$ cat src/rtl/inst_axi_rd_bridge_pkg.sv
// Shared AXI constants and AR-channel state encoding for the instruction-side read bridge.
package inst_axi_rd_bridge_pkg;

    localparam logic [2:0] AXI_ARSIZE_4B  = 3'b010;
    localparam logic [1:0] AXI_BURST_INCR = 2'b01;
    localparam logic [7:0] AXI_LEN_1BEAT  = 8'd0;

    typedef enum logic {
        AR_IDLE = 1'b0,
        AR_BUSY = 1'b1
    } ar_state_t;

    // Simultaneous accept and return leave the in-flight count unchanged.
    function automatic logic [1:0] next_count(input logic [1:0] cnt,
                                              input logic       inc,
                                              input logic       dec);
        logic [1:0] result;
        result = cnt;
        case ({inc, dec})
            2'b10:   result = cnt + 2'd1;
            2'b01:   result = cnt - 2'd1;
            default: result = cnt;
        endcase
        return result;
    endfunction

endpackage

$ cat src/rtl/inst_axi_rd_bridge.sv
// Fetch-side SRAM-like request/response to single-beat AXI4 reads, with up to
// MAX_OUTSTANDING in-order reads in flight.
module inst_axi_rd_bridge
    import inst_axi_rd_bridge_pkg::*;
#(
    parameter int         MAX_OUTSTANDING = 2,
    parameter logic [3:0] AXI_ID          = 4'd0
) (
    input  logic        clk,
    input  logic        reset,

    input  logic        inst_sram_en,
    input  logic [3:0]  inst_sram_wen,
    input  logic [1:0]  inst_sram_size,
    input  logic [31:0] inst_sram_addr,
    input  logic [31:0] inst_sram_wdata,
    output logic        inst_sram_addr_ok,
    output logic        inst_sram_data_ok,
    output logic [31:0] inst_sram_rdata,

    output logic [3:0]  arid,
    output logic [31:0] araddr,
    output logic [7:0]  arlen,
    output logic [2:0]  arsize,
    output logic [1:0]  arburst,
    output logic [1:0]  arlock,
    output logic [3:0]  arcache,
    output logic [2:0]  arprot,
    output logic        arvalid,
    input  logic        arready,

    input  logic [3:0]  rid,
    input  logic [31:0] rdata,
    input  logic [1:0]  rresp,
    input  logic        rlast,
    input  logic        rvalid,
    output logic        rready
);

    localparam logic [1:0] MAX_CNT = 2'(MAX_OUTSTANDING);

    ar_state_t  ar_state;
    logic [1:0] cnt;

    assign arid    = AXI_ID;
    assign arlen   = AXI_LEN_1BEAT;
    assign arsize  = AXI_ARSIZE_4B;
    assign arburst = AXI_BURST_INCR;
    assign arlock  = 2'b00;
    assign arcache = 4'b0000;
    assign arprot  = 3'b000;

    // Full is judged on the registered count only; a same-cycle return does not free a slot.
    assign inst_sram_addr_ok = inst_sram_en && (ar_state == AR_IDLE) && (cnt < MAX_CNT);

    assign rready            = (cnt != 2'd0);
    assign inst_sram_data_ok = rvalid && rready;
    assign inst_sram_rdata   = rdata;

    always_ff @(posedge clk or posedge reset) begin
        if (reset) begin
            ar_state <= AR_IDLE;
            arvalid  <= 1'b0;
            araddr   <= 32'd0;
        end else begin
            case (ar_state)
                AR_IDLE: begin
                    if (inst_sram_addr_ok) begin
                        araddr   <= inst_sram_addr;
                        arvalid  <= 1'b1;
                        ar_state <= AR_BUSY;
                    end
                end
                AR_BUSY: begin
                    if (arready) begin
                        arvalid  <= 1'b0;
                        ar_state <= AR_IDLE;
                    end
                end
                default: begin
                    arvalid  <= 1'b0;
                    ar_state <= AR_IDLE;
                end
            endcase
        end
    end

    always_ff @(posedge clk or posedge reset) begin
        if (reset) begin
            cnt <= 2'd0;
        end else begin
            cnt <= next_count(cnt, inst_sram_addr_ok, inst_sram_data_ok);
        end
    end

    // Fetch never drives these; fold them into a sink so the ports stay documented.
    logic unused_inputs;
    assign unused_inputs = ^{inst_sram_wen, inst_sram_size, inst_sram_wdata, rid, rresp, rlast};

    a_cnt_bounded: assert property (@(posedge clk) disable iff (reset) cnt <= MAX_CNT);
    a_ar_stable: assert property (@(posedge clk) disable iff (reset)
        arvalid && !arready |=> arvalid && $stable(araddr));

endmodule

$ cat config.mk
export PLATFORM = sky130hd
export DESIGN_NAME = inst_axi_rd_bridge
export DESIGN_NICKNAME = d
export VERILOG_FILES = /design/src/rtl/inst_axi_rd_bridge_pkg.sv /design/src/rtl/inst_axi_rd_bridge.sv
export SDC_FILE = /design/constraint.sdc
export NUM_CORES = 1
export LEC_CHECK = 0
export CAP_MARGIN = 20
export CORE_AREA = 10 10 110 82
export CTS_CLUSTER_DIAMETER = 60
export DETAILED_ROUTE_END_ITERATION = 6
export DIE_AREA = 0 0 120 92
export GPL_ROUTABILITY_DRIVEN = 0
export PLACE_DENSITY = 0.78
export SLEW_MARGIN = 20
export SYNTH_ARGS = -nofsm -noshare
export SYNTH_HDL_FRONTEND = slang
export SYNTH_SLANG_ARGS = --single-unit
$ cat constraint.sdc
create_clock -name clk -period 2 [get_ports clk]
set_input_delay 0.3 -clock clk [delete_from_list [all_inputs] [get_ports clk]]
set_output_delay 0.3 -clock clk [all_outputs]
set_load 0.1 [all_outputs]
==> summary.txt <==
Clocking
  – Clk buf depth: 2
  – CTS HTree Levels: 2
  – Clk Latency, worst-skew pair: about 0.28 ns
  – Post_cts resized: 0
  – Clock transition at path regs: ~0.070 ns
  – CTS tree: done
  – Post-CTS Setup Bufs: 0
  – Cts hold-fix bufs: 0
  – Cts bufs inserted: 5
  – Clock sink count: 36
  – CTS root buffer: clkbuf_8

Global route
  – First-pass GRT wire length: ~6.7 mm
  – GRT Total Usage: 7.62%
  – Largest net degree at the start of global routing: 37
  – Antenna violations before repair: 0
  – Vias in the first global route: between 1000 and 1500
  – Grt total ovfl: 0

Placed design
  – Final HPWL DP: approximately 3.3 mm
  – Placed cell areas: around 2400 um2
  – Port-buffer cells: slightly above 70
  – DP Worst Slack: around 0.25 ns

Timing
  – Final min period: 1.65 ns
  – Setup ws final: between 0.3 and 0.4 ns
  – TNS Setup: 0 ns
  – Setup violators final: 0
  – Final Hold Fails: 0
  – Fin. max-slew vios: 0
  – Final worst-path cycle share: 82.6%
  – Clock skew: between 0.004 and 0.005 ns
  – Fmax: a little over 0.6 GHz
  – RSZ-0062 raised after global routing: false

Synthesis
  – Post-Synthesis Cells: 146
  – Largest family of logic cells by synthesized area: buffers and inverters
  – Unique masters post-synth: 18
  – Mapped Area: slightly below 2000 um2
  – Mean Syn Cell Area: around 14 um2
  – Compound-gate portion of the synthesized area: under 10%
  – Synth warnings: 0
  – Yosys reg bits: 36
  – Post-synthesis mux area share: 23.6%
  – Post-Synth XOR/XNOR Area: 1.33%
  – Post-synthesis simple-gate area fraction: around 1.8%
  – Adder-Cell Fraction of Synth Area: 0.635%
  – Sequential-to-total area share from yosys stat: 45.7%

Routing
  – Final WL: between 4 and 5 mm
  – Final ANT Viol Nets: 0
  – Post-route DRC violation count: 0
  – Via density: 3.62
  – Number of DRC markers in iteration 0: 17
  – 1st-pass router iterations: 2
  – Avg WL per Cell: 14.6 um
  – Vias: between 1000 and 1500

Finish
  – Fill count: just over 700
  – Ant. Diodes: 0
  – Post-layout nets: slightly above 300
  – Post-route cell area: 2510 um2
  – Share of cells above drive strength 1: between 40% and 50%
  – Area added between synthesis and finish: 27.1%

Worst setup path
  – WP data arrival: ~1.4 ns
  – WS Path Type: reg -> out
  – Worst path required time: around 1.7 ns
  – Nature of the critical path endpoint: output pin
  – CP Launch Type: register
  – R2R Setup Slk: 0.46 ns
  – Crit Path Max Fanout: 3

Floorplanning
  – Die Span X: around 120 um
  – Die area: 11000 um2
  – Num ports: 208
  – Initial Util: between 20% and 30%
  – Core area: around 7100 um2
  – Row cnt: 26
  – Chip height: 92 um

Worst hold path
  – Hold Crit Class: in -> async

Status
  – Outcome: complete, no violations

Flow run
  – Max-cap viol count: 0
[routing by layer]
metal  global-route usage, %  part of all wire, %  up-vias  routed length (um)
li1                        -                    -      475                   -
met1                    8.10                   40      505                1680
met2                    11.9                   48       63                2020
met3                    5.21                   12        4                 489
met4                    2.61                 0.47        0                  20
met5                       0                    0        -                   0
[path summary, 6_finish.rpt]
path                       startpoint           endpoint  depth (start not counted)
setup / recovery               cnt[0]  inst_sram_data_ok                          3
hold / removal                  reset             cnt[1]                          3
setup reg to reg               cnt[0]             cnt[1]                          5
hold reg to reg              ar_state            arvalid                          1
max in group asynchronous       reset          araddr[8]                          3
min in group clk             ar_state            arvalid                          1
[registers in the layout (all words and copies together) (netlist names)]
register,flops
cnt,2
arvalid,1
ar_state,1
araddr,32
[placed cells by master, fill, tap and decap left out, drive strengths merged]
master / Yosys / final
a21o: 1 / 1
a21oi: 1 / 1
and2: 1 / 1
buf: 61 / 39
clkbuf: 0 / 7
clkdlybuf4s50: 0 / 36
conb: 2 / 26
dfrtp: 36 / 36
ha: 1 / 1
inv: 4 / 4
mux2: 32 / 32
nand3b: 1 / 1
nor2: 1 / 1
o2bb2ai: 1 / 1
or2: 1 / 1
xnor2: 3 / 3
[synth_stat cells]
cell	number	area share (%)
or2_2	1	0.32
inv_2	1	0.19
conb_1	2	0.38
inv_1	2	0.38
and2_1	1	0.32
buf_4	58	22
dfrtp_1	36	46
o2bb2ai_1	1	0.44
xnor2_1	3	1.3
inv_6	1	0.44
a21oi_1	1	0.25
buf_8	3	2.3
a21o_2	1	0.44
ha_1	1	0.63
nor2_1	1	0.19
mux2_2	4	2.3
mux2_4	28	21
nand3b_4	1	1.0
[worst max-delay path: stages, from the launching register on]
cell and delay (ns):
dfrtp_1 0.41, or2_2 0.32, and2_4 0.18, buf_12 0.16
[cell families after synthesis]
kind of cell | Yosys count
multiplexers | 32
adder cells (fa/ha/maj) | 1
flip-flops | 36
buffers and inverters | 65
AND/OR/NAND/NOR | 4
XOR/XNOR | 3
AO/OA/AOI/OAI | 3
other | 2
[final cells by class]
type / count / area (um2) / area share (%)
Clock buffer: 7 / 96.3 / 3.84
Tap cell: 98 / 123 / 4.89
Inverter: 4 / 20.0 / 0.799
Timing Repair Buffer: 75 / 703 / 28.1
Sequential cell: 36 / 901 / 35.9
Multi-Input combinational cell: 69 / 663 / 26.5
[through the flow]
step	utilization (%)	instances	hold WS, ns
floorplan	-	170	0.438
global placement	34.1	282	0.449
detailed placement	34.1	282	0.469
CTS	35.5	289	0.441
global route	35.5	289	0.487
finish	35.5	289	0.429
Power is not shown: default switching activity piles up to over one toggle a cycle in this logic, so the estimate is an artifact.
